--- config.mk ---
export PLATFORM = sky130hd
export DESIGN_NAME = run_detector_flat
export DESIGN_NICKNAME = d
export VERILOG_FILES = /design/src/rtl/run_detector_if.sv /design/src/rtl/run_detector.sv /design/src/flat_wrapper.sv
export SDC_FILE = /design/constraint.sdc
export NUM_CORES = 1
export LEC_CHECK = 0
export ABC_AREA = 1
export CAP_MARGIN = 0
export CORE_AREA = 5 5 42 44
export CTS_CLUSTER_DIAMETER = 60
export DETAILED_ROUTE_END_ITERATION = 8
export DIE_AREA = 0 0 47 49
export DONT_BUFFER_PORTS = 1
export PLACE_DENSITY = 0.4
export SETUP_SLACK_MARGIN = 0.1
export SLEW_MARGIN = 30
export SYNTH_ARGS = -nofsm -noshare
export SYNTH_HDL_FRONTEND = slang
export SYNTH_SLANG_ARGS = --single-unit
--- constraint.sdc ---
create_clock -name i_clock -period 1.3 [get_ports i_clock]
set_input_delay 0.065 -clock i_clock [delete_from_list [all_inputs] [get_ports i_clock]]
set_output_delay 0.065 -clock i_clock [all_outputs]
set_load 0.1 [all_outputs]
--- src/rtl/run_detector_if.sv ---
// run_detector_if: symbol stream and detection result bundle for run_detector.
//   slave  : used by run_detector (consumes i_*, produces o_*)
//   master : used by the source/observer (drives i_*, observes o_*)
// Signals:
//   i_in_valid  symbol qualifier
//   i_in        WIDTH-bit symbol
//   i_overlap   0 = non-overlapping, 1 = overlapping detection
//   o_out       registered one-cycle detection pulse
//   o_out_sym   symbol of the most recent detection
//   o_det_count saturating detection count (0 when counting is not built)
interface run_detector_if #(
  parameter int unsigned WIDTH = 1,
  parameter int unsigned CNT_W = 8
);
  logic             i_in_valid;
  logic [WIDTH-1:0] i_in;
  logic             i_overlap;
  logic             o_out;
  logic [WIDTH-1:0] o_out_sym;
  logic [CNT_W-1:0] o_det_count;

  modport slave (
    input  i_in_valid, i_in, i_overlap,
    output o_out, o_out_sym, o_det_count
  );

  modport master (
    output i_in_valid, i_in, i_overlap,
    input  o_out, o_out_sym, o_det_count
  );
endinterface

--- src/rtl/run_detector.sv ---
// run_detector: pulses o_out when RUN_LEN consecutive accepted symbols are equal.
// Gaps (i_in_valid=0) hold the run. Overlapping mode re-detects on every further
// equal symbol; non-overlapping mode restarts after each detection.
// Ports:
//   i_clock  rising-edge clock
//   i_reset  synchronous active-low reset
//   bus      run_detector_if.slave (symbol stream in, detection results out)
// Optional feature: define RUN_DETECT_COUNT_EN to build the saturating
// detection counter; otherwise o_det_count is tied to 0.
module run_detector #(
  parameter int unsigned WIDTH   = 1,
  parameter int unsigned RUN_LEN = 2,
  parameter int unsigned CNT_W   = 8
) (
  input  logic          i_clock,
  input  logic          i_reset,
  run_detector_if.slave bus
);

  localparam int unsigned CW = $clog2(RUN_LEN + 1);
  localparam logic [CW-1:0] LAST_CNT = CW'(RUN_LEN - 1);

  localparam logic [0:0] IDLE = 1'b0;
  localparam logic [0:0] RUN  = 1'b1;

  logic [0:0]       r_state;
  logic [WIDTH-1:0] r_last_sym;
  logic [CW-1:0]    r_run_cnt;
  logic             r_out;
  logic [WIDTH-1:0] r_out_sym;

  logic [0:0]       w_state_nxt;
  logic [WIDTH-1:0] w_last_sym_nxt;
  logic [CW-1:0]    w_run_cnt_nxt;
  logic             w_det;
  logic             w_eq;

  assign w_eq = (bus.i_in == r_last_sym);

  // Next-state and detection decode
  always_comb begin
    w_state_nxt    = r_state;
    w_last_sym_nxt = r_last_sym;
    w_run_cnt_nxt  = r_run_cnt;
    w_det          = 1'b0;
    if (bus.i_in_valid) begin
      case (r_state)
        IDLE: begin
          w_state_nxt    = RUN;
          w_last_sym_nxt = bus.i_in;
          w_run_cnt_nxt  = CW'(1);
        end
        RUN: begin
          if (!w_eq) begin
            w_last_sym_nxt = bus.i_in;
            w_run_cnt_nxt  = CW'(1);
          end else if (r_run_cnt < LAST_CNT) begin
            w_run_cnt_nxt = r_run_cnt + CW'(1);
          end else begin
            w_det = 1'b1;
            // Overlapping keeps run_cnt at RUN_LEN-1 so the next equal symbol detects again
            if (!bus.i_overlap) begin
              w_state_nxt   = IDLE;
              w_run_cnt_nxt = '0;
            end
          end
        end
        default: begin
          w_state_nxt   = IDLE;
          w_run_cnt_nxt = '0;
        end
      endcase
    end
  end

  // State and output registers
  always_ff @(posedge i_clock) begin
    if (!i_reset) begin
      r_state    <= IDLE;
      r_last_sym <= '0;
      r_run_cnt  <= '0;
      r_out      <= 1'b0;
      r_out_sym  <= '0;
    end else begin
      r_state    <= w_state_nxt;
      r_last_sym <= w_last_sym_nxt;
      r_run_cnt  <= w_run_cnt_nxt;
      r_out      <= w_det;
      if (w_det) begin
        r_out_sym <= bus.i_in;
      end
    end
  end

  assign bus.o_out     = r_out;
  assign bus.o_out_sym = r_out_sym;

`ifdef RUN_DETECT_COUNT_EN
  logic [CNT_W-1:0] r_det_count;

  // Saturating detection counter
  always_ff @(posedge i_clock) begin
    if (!i_reset) begin
      r_det_count <= '0;
    end else if (w_det && (r_det_count != {CNT_W{1'b1}})) begin
      r_det_count <= r_det_count + CNT_W'(1);
    end
  end

  assign bus.o_det_count = r_det_count;
`else
  assign bus.o_det_count = CNT_W'(0);
`endif

endmodule

--- src/flat_wrapper.sv ---
// flat-port wrapper written by rule: the top's interface ports become plain ports
module run_detector_flat 
#(
  parameter int unsigned WIDTH   = 1,
  parameter int unsigned RUN_LEN = 2,
  parameter int unsigned CNT_W   = 8
)
  (i_clock, i_reset, bus_i_in_valid, bus_i_in, bus_i_overlap, bus_o_out, bus_o_out_sym, bus_o_det_count);
  run_detector_if #(.WIDTH(WIDTH), .CNT_W(CNT_W)) bus_i ();
  input  logic i_clock;
  input  logic i_reset;
  input wire logic [$bits(bus_i.i_in_valid)-1:0] bus_i_in_valid;
  input wire logic [$bits(bus_i.i_in)-1:0] bus_i_in;
  input wire logic [$bits(bus_i.i_overlap)-1:0] bus_i_overlap;
  output wire logic [$bits(bus_i.o_out)-1:0] bus_o_out;
  output wire logic [$bits(bus_i.o_out_sym)-1:0] bus_o_out_sym;
  output wire logic [$bits(bus_i.o_det_count)-1:0] bus_o_det_count;
  assign bus_i.i_in_valid = bus_i_in_valid;
  assign bus_i.i_in = bus_i_in;
  assign bus_i.i_overlap = bus_i_overlap;
  assign bus_o_out = bus_i.o_out;
  assign bus_o_out_sym = bus_i.o_out_sym;
  assign bus_o_det_count = bus_i.o_det_count;
  run_detector #(.WIDTH(WIDTH), .RUN_LEN(RUN_LEN), .CNT_W(CNT_W)) u_core (.i_clock(i_clock), .i_reset(i_reset), .bus(bus_i));
endmodule
# ---- Yosys cells after proc, flatten, opt, wreduce, memory -nomap -nowiden
# Cells that the tools add are included.
dict set report word_totals {
  ff_bits 6
  input_bits 5
  output_inout_bits 10
  word_cells 27
}
dict set report classes {
  addsub 1
  magnitude_cmp 1
  eq_ne 3
  mux 14
  bitwise_logic 1
  reduce_logical 2
}
# operator n
set op_table {}
lappend op_table {{$mux 1} 8}
lappend op_table {{$mux 2} 3}
lappend op_table {{$ne 4x4->1 const B} 1}
lappend op_table {{$pmux 1 s2} 2}
lappend op_table {{$pmux 2 s2} 1}
lappend op_table {{$reduce_and 2->1} 2}
lappend op_table {{$add 2x1->2 const B} 1}
lappend op_table {{$lt 2x1->1 const B} 1}
lappend op_table {{$ne 2x2->1 const B} 1}
lappend op_table {{$eq 1x1->1} 1}
lappend op_table {{$not 1->1} 1}

# ---- Logic depth before layout (Yosys ltp)
dict set report depth {
  depth_word 5
  depth_mapped 8
  mapped_depth_nobuf 8
}

# ---- Least setup slack after synthesis
# OpenSTA, ideal clock, no wires.
dict set report synth_timing {
  path_kind {register to register}
  start {reg, netlist name u_core.bus.o_out_sym}
  end {reg u_core.r_out_sym (netlist: u_core.bus.o_out_sym)}
  setup_ns 0.062
  arrival_time_ns 1.154
  required_ns 1.238
  setup_slack_ns 0.083
  path_stages_with_launch 3
  path_buffers 0
  synth_period_minus_slack_ns 1.217
  path_cell_list {dfxtp_1 > nand3_1 > nand2_1}
}
# item line
set synth_rtl {}
lappend synth_rtl {{end signal, assigned} run_detector.sv:90} ;# r_out_sym <= bus.i_in;
lappend synth_rtl {{end, declared} run_detector.sv:30} ;# logic [WIDTH-1:0] r_out_sym;

# ---- Final worst setup path
dict set report layout_timing {
  start {reg u_core.r_run_cnt[0]}
  end {reg u_core.r_state}
}
dict set report layout_via {
  elab_chain_len 4
}
# item line
set layout_lines {}
lappend layout_lines {{start, declared} run_detector.sv:28} ;# logic [CW-1:0] r_run_cnt;
lappend layout_lines {{start signal, assigned} run_detector.sv:87} ;# r_run_cnt <= w_run_cnt_nxt;
lappend layout_lines {{$lt 2x1->1} run_detector.sv:57} ;# end else if (r_run_cnt < LAST_CNT) begin
lappend layout_lines {{$mux 1} run_detector.sv:57}
lappend layout_lines {{$mux 1} run_detector.sv:54} ;# if (!w_eq) begin
lappend layout_lines {{$pmux 1 s2} run_detector.sv:47} ;# case (r_state)
lappend layout_lines {{end signal, assigned} run_detector.sv:85} ;# r_state <= w_state_nxt;
lappend layout_lines {{end, declared} run_detector.sv:26} ;# logic [0:0] r_state;
# No other way between the ends.
# A chain may end at the register's enable or synchronous reset.

==> summary.txt <==
Detailed routing
  • Post-DRT Antenna Nets: 0
  • Routed via count: 303
  • Via density per instance: 3.94
  • Iteration-0 DRC Markers: 7
  • # DRC: 0
  • Routed WL per cell: 9.01 um
  • DR pass1 iterations: 3
  • Drt total wl: 694 um

Min path
  • Worst hold path class: in2reg

Critical path
  • Cell depth of the worst flop-to-flop path: 6
  • CP required: 1.43 ns
  • Worst setup path class: reg2reg
  • Crit path to: u_core.r_state
  • R2R setup slack: 0.19 ns
  • Reg2reg start: u_core.r_run_cnt[0]
  • RR Endpoint: u_core.r_state
  • Critical Path Source: u_core.r_run_cnt[0]
  • Worst Path Arrival: 1.25 ns
  • CP max FO: 3
  • CP startpoint kind: flip-flop
  • CP Capture Type: flip-flop

Pwr
  • Worst IR Drop VDD: 0.490 mV
  • Lkg Pwr: 0.000224 uW
  • Power density over the cells: 1210 mW/mm2

Timing
  • RSZ-0062 raised after global routing: false
  • Final period util: 85.5%
  • F_max: 899 MHz
  • Worst Slack Setup Final: 0.188 ns
  • Final setup violating endpoints: 0
  • Setup_tns: 0 ns
  • Hold Fails Final Rpt: 0
  • Layout Skew: 0.00222 ns
  • Final slew viol count: 0
  • Crit path time final: 1.11 ns

Die
  • Starting Density: 26.7%
  • Die ar.: 0.00230 mm2
  • Num rows: 14
  • I/O pin count: 15
  • Die width: 47 um
  • Standard cell core area: 0.00140 mm2
  • Die Y: 49 um

Cells and area
  • Final cell count without fillers: 77
  • Nets: 70
  • Share of post-route cells with drive strength above 1: 26.2%
  • Number of diodes: 0
  • Area delta synth->final: 22.1%
  • Final core occ: 32.6%

Clock network
  • Worst-Skew Late Latency: 0.24 ns
  • Clock Root Buffer: clkbuf_4
  • Post CTS Setup Buffer Count: 0
  • H-tree depth: 1
  • Bufs on Longest Clock Path: 2
  • Clock Sinks: 6
  • TritonCTS buffer count: 3
  • Clock transition at path regs: 0.04 ns
  • CTS tree: done

Synthesis
  • Synth cell types: 16
  • Post-Synthesis Cells: 53
  • Register area share after synthesis: 32.1%
  • Cell area after synthesis: 374 um2
  • Avg Synthesized Cell Area: 7.06 um2
  • Warnings, synthesis: 0
  • Yosys reg bits: 6

Status
  • Status: finished clean

Flow run
  • Max-Cap Viols: 0

GRT
  • First-pass GRT wire length: 1130 um
  • Overall Global Routing Usage: 6.96%
  • Initial antenna violation count: 0
  • Vias in the first global route: 285
  • Largest net degree at the start of global routing: 6
  • Grt total ovfl: 0

Placed design
  • Placed Instances: 70
  • GPL Wtd Cong: 0.741
  • Hpwl dp: 514 um
  • DP Worst Slack: 0.139 ns
  • Port Buffers: 0
==> sequential cells by signal (all words and copies together) (netlist names) <==
signal and count:
u_core.r_run_cnt 2, u_core.bus.o_out 1, u_core.bus.o_out_sym 1, u_core.r_last_sym 1, u_core.r_state 1
==> timing repair <==
| action | 4_1_cts | 5_1_grt |
|---|---|---|
| setup endpoints to repair | 0 | 3 |
| hold buffers | 4 | 0 |
| gates resized for setup | 0 | 7 |
| endpoints found under the hold margin | 6 | 0 |
==> cell usage in the layout, fill, tap and decap left out, drive strengths merged <==
cell | Yosys | routed
conb | 1 | 8
ha | 2 | 2
clkbuf | 0 | 3
buf | 8 | 2
nand2 | 10 | 10
dlygate4sd3 | 0 | 4
a21oi | 2 | 2
nor2 | 10 | 10
inv | 7 | 7
o21ai | 2 | 2
dfxtp | 6 | 6
nand3 | 4 | 4
nand4 | 1 | 1
==> power breakdown <==
| group | total [uW] | internal, uW | switching, uW |
|---|---|---|---|
| registers | 203 | 196 | 7.15 |
| clock network | 167 | 104 | 62.5 |
| logic | 181 | 34.1 | 147 |
| total | 551 | 334 | 216 |
==> cell usage after synthesis <==
library cell / instances / area (um2)
nand3_1: 3 / 15.0
inv_1: 7 / 26.3
a21oi_1: 2 / 10.0
nor2_1: 8 / 30.0
ha_1: 2 / 25.0
nand4_1: 1 / 6.26
buf_4: 8 / 60.1
o21ai_1: 1 / 5.00
nand2_1: 9 / 33.8
o21ai_0: 1 / 5.00
nor2_4: 1 / 11.3
nor2_2: 1 / 6.26
nand2_2: 1 / 6.26
conb_1: 1 / 3.75
dfxtp_1: 6 / 120
nand3_2: 1 / 10.0
==> stage by stage <==
stage	hold slack, ns	area [um2]	total power [uW]
detailed placement	0.166	377	364
finish	0.0111	457	551
global placement	0.166	377	366
floorplan	0.158	402	374
global route	0.0113	457	586
CTS	0.00490	439	552
==> cell families (layout without fill, tap and decap cells) <==
logic type	after synthesis	in the layout	synth area share (%)
AOI/OAI and AO/OA	4	4	5.35
adders and majority gates	2	2	6.69
buffers and inverters	15	16	23.1
DFF	6	6	32.1
other	1	8	1.00
and+or+nand+nor	25	25	31.8
==> final cells by class <==
cell class              count  area, um2
fillers                   160        945
multi-input cells          39        209
flip-flops and latches      6        124
repair buffers              6       55.1
inverters                   7       26.3
clock buffers               3       22.5
well taps                  16       20.0
==> routing by layer <==
metal  up-vias  GRT usage (%)  share of wire (%)  routed length, um
li1        164              -                  -                  -
met1       129           7.64                 44                308
met2         8           9.50                 47                324
met3         2           2.58                6.3                 44
met4         0           6.91                2.4                 17
met5         -              0                  0                  0
==> worst min path at each step <==
stage	end	cells after the start	start	slack [ns]
floorplan	u_core.r_last_sym	1	bus_i_in_valid	0.16
global placement	u_core.r_last_sym	1	bus_i_in_valid	0.17
detailed placement	u_core.r_last_sym	1	bus_i_in_valid	0.17
CTS	u_core.bus.o_out	2	i_reset	0.005
global route	u_core.bus.o_out	2	i_reset	0.01
finish	u_core.r_run_cnt[0]	3	bus_i_in_valid	0.01
==> critical path, cell delays in order (launching register included) <==
cell     delay [ns]
dfxtp_2        0.33
inv_2          0.05
ha_1           0.22
nor2_2         0.12
nand3_2        0.11
o21ai_1        0.14
inv_1          0.04
Note: power is estimated with default switching activity, not from simulation.
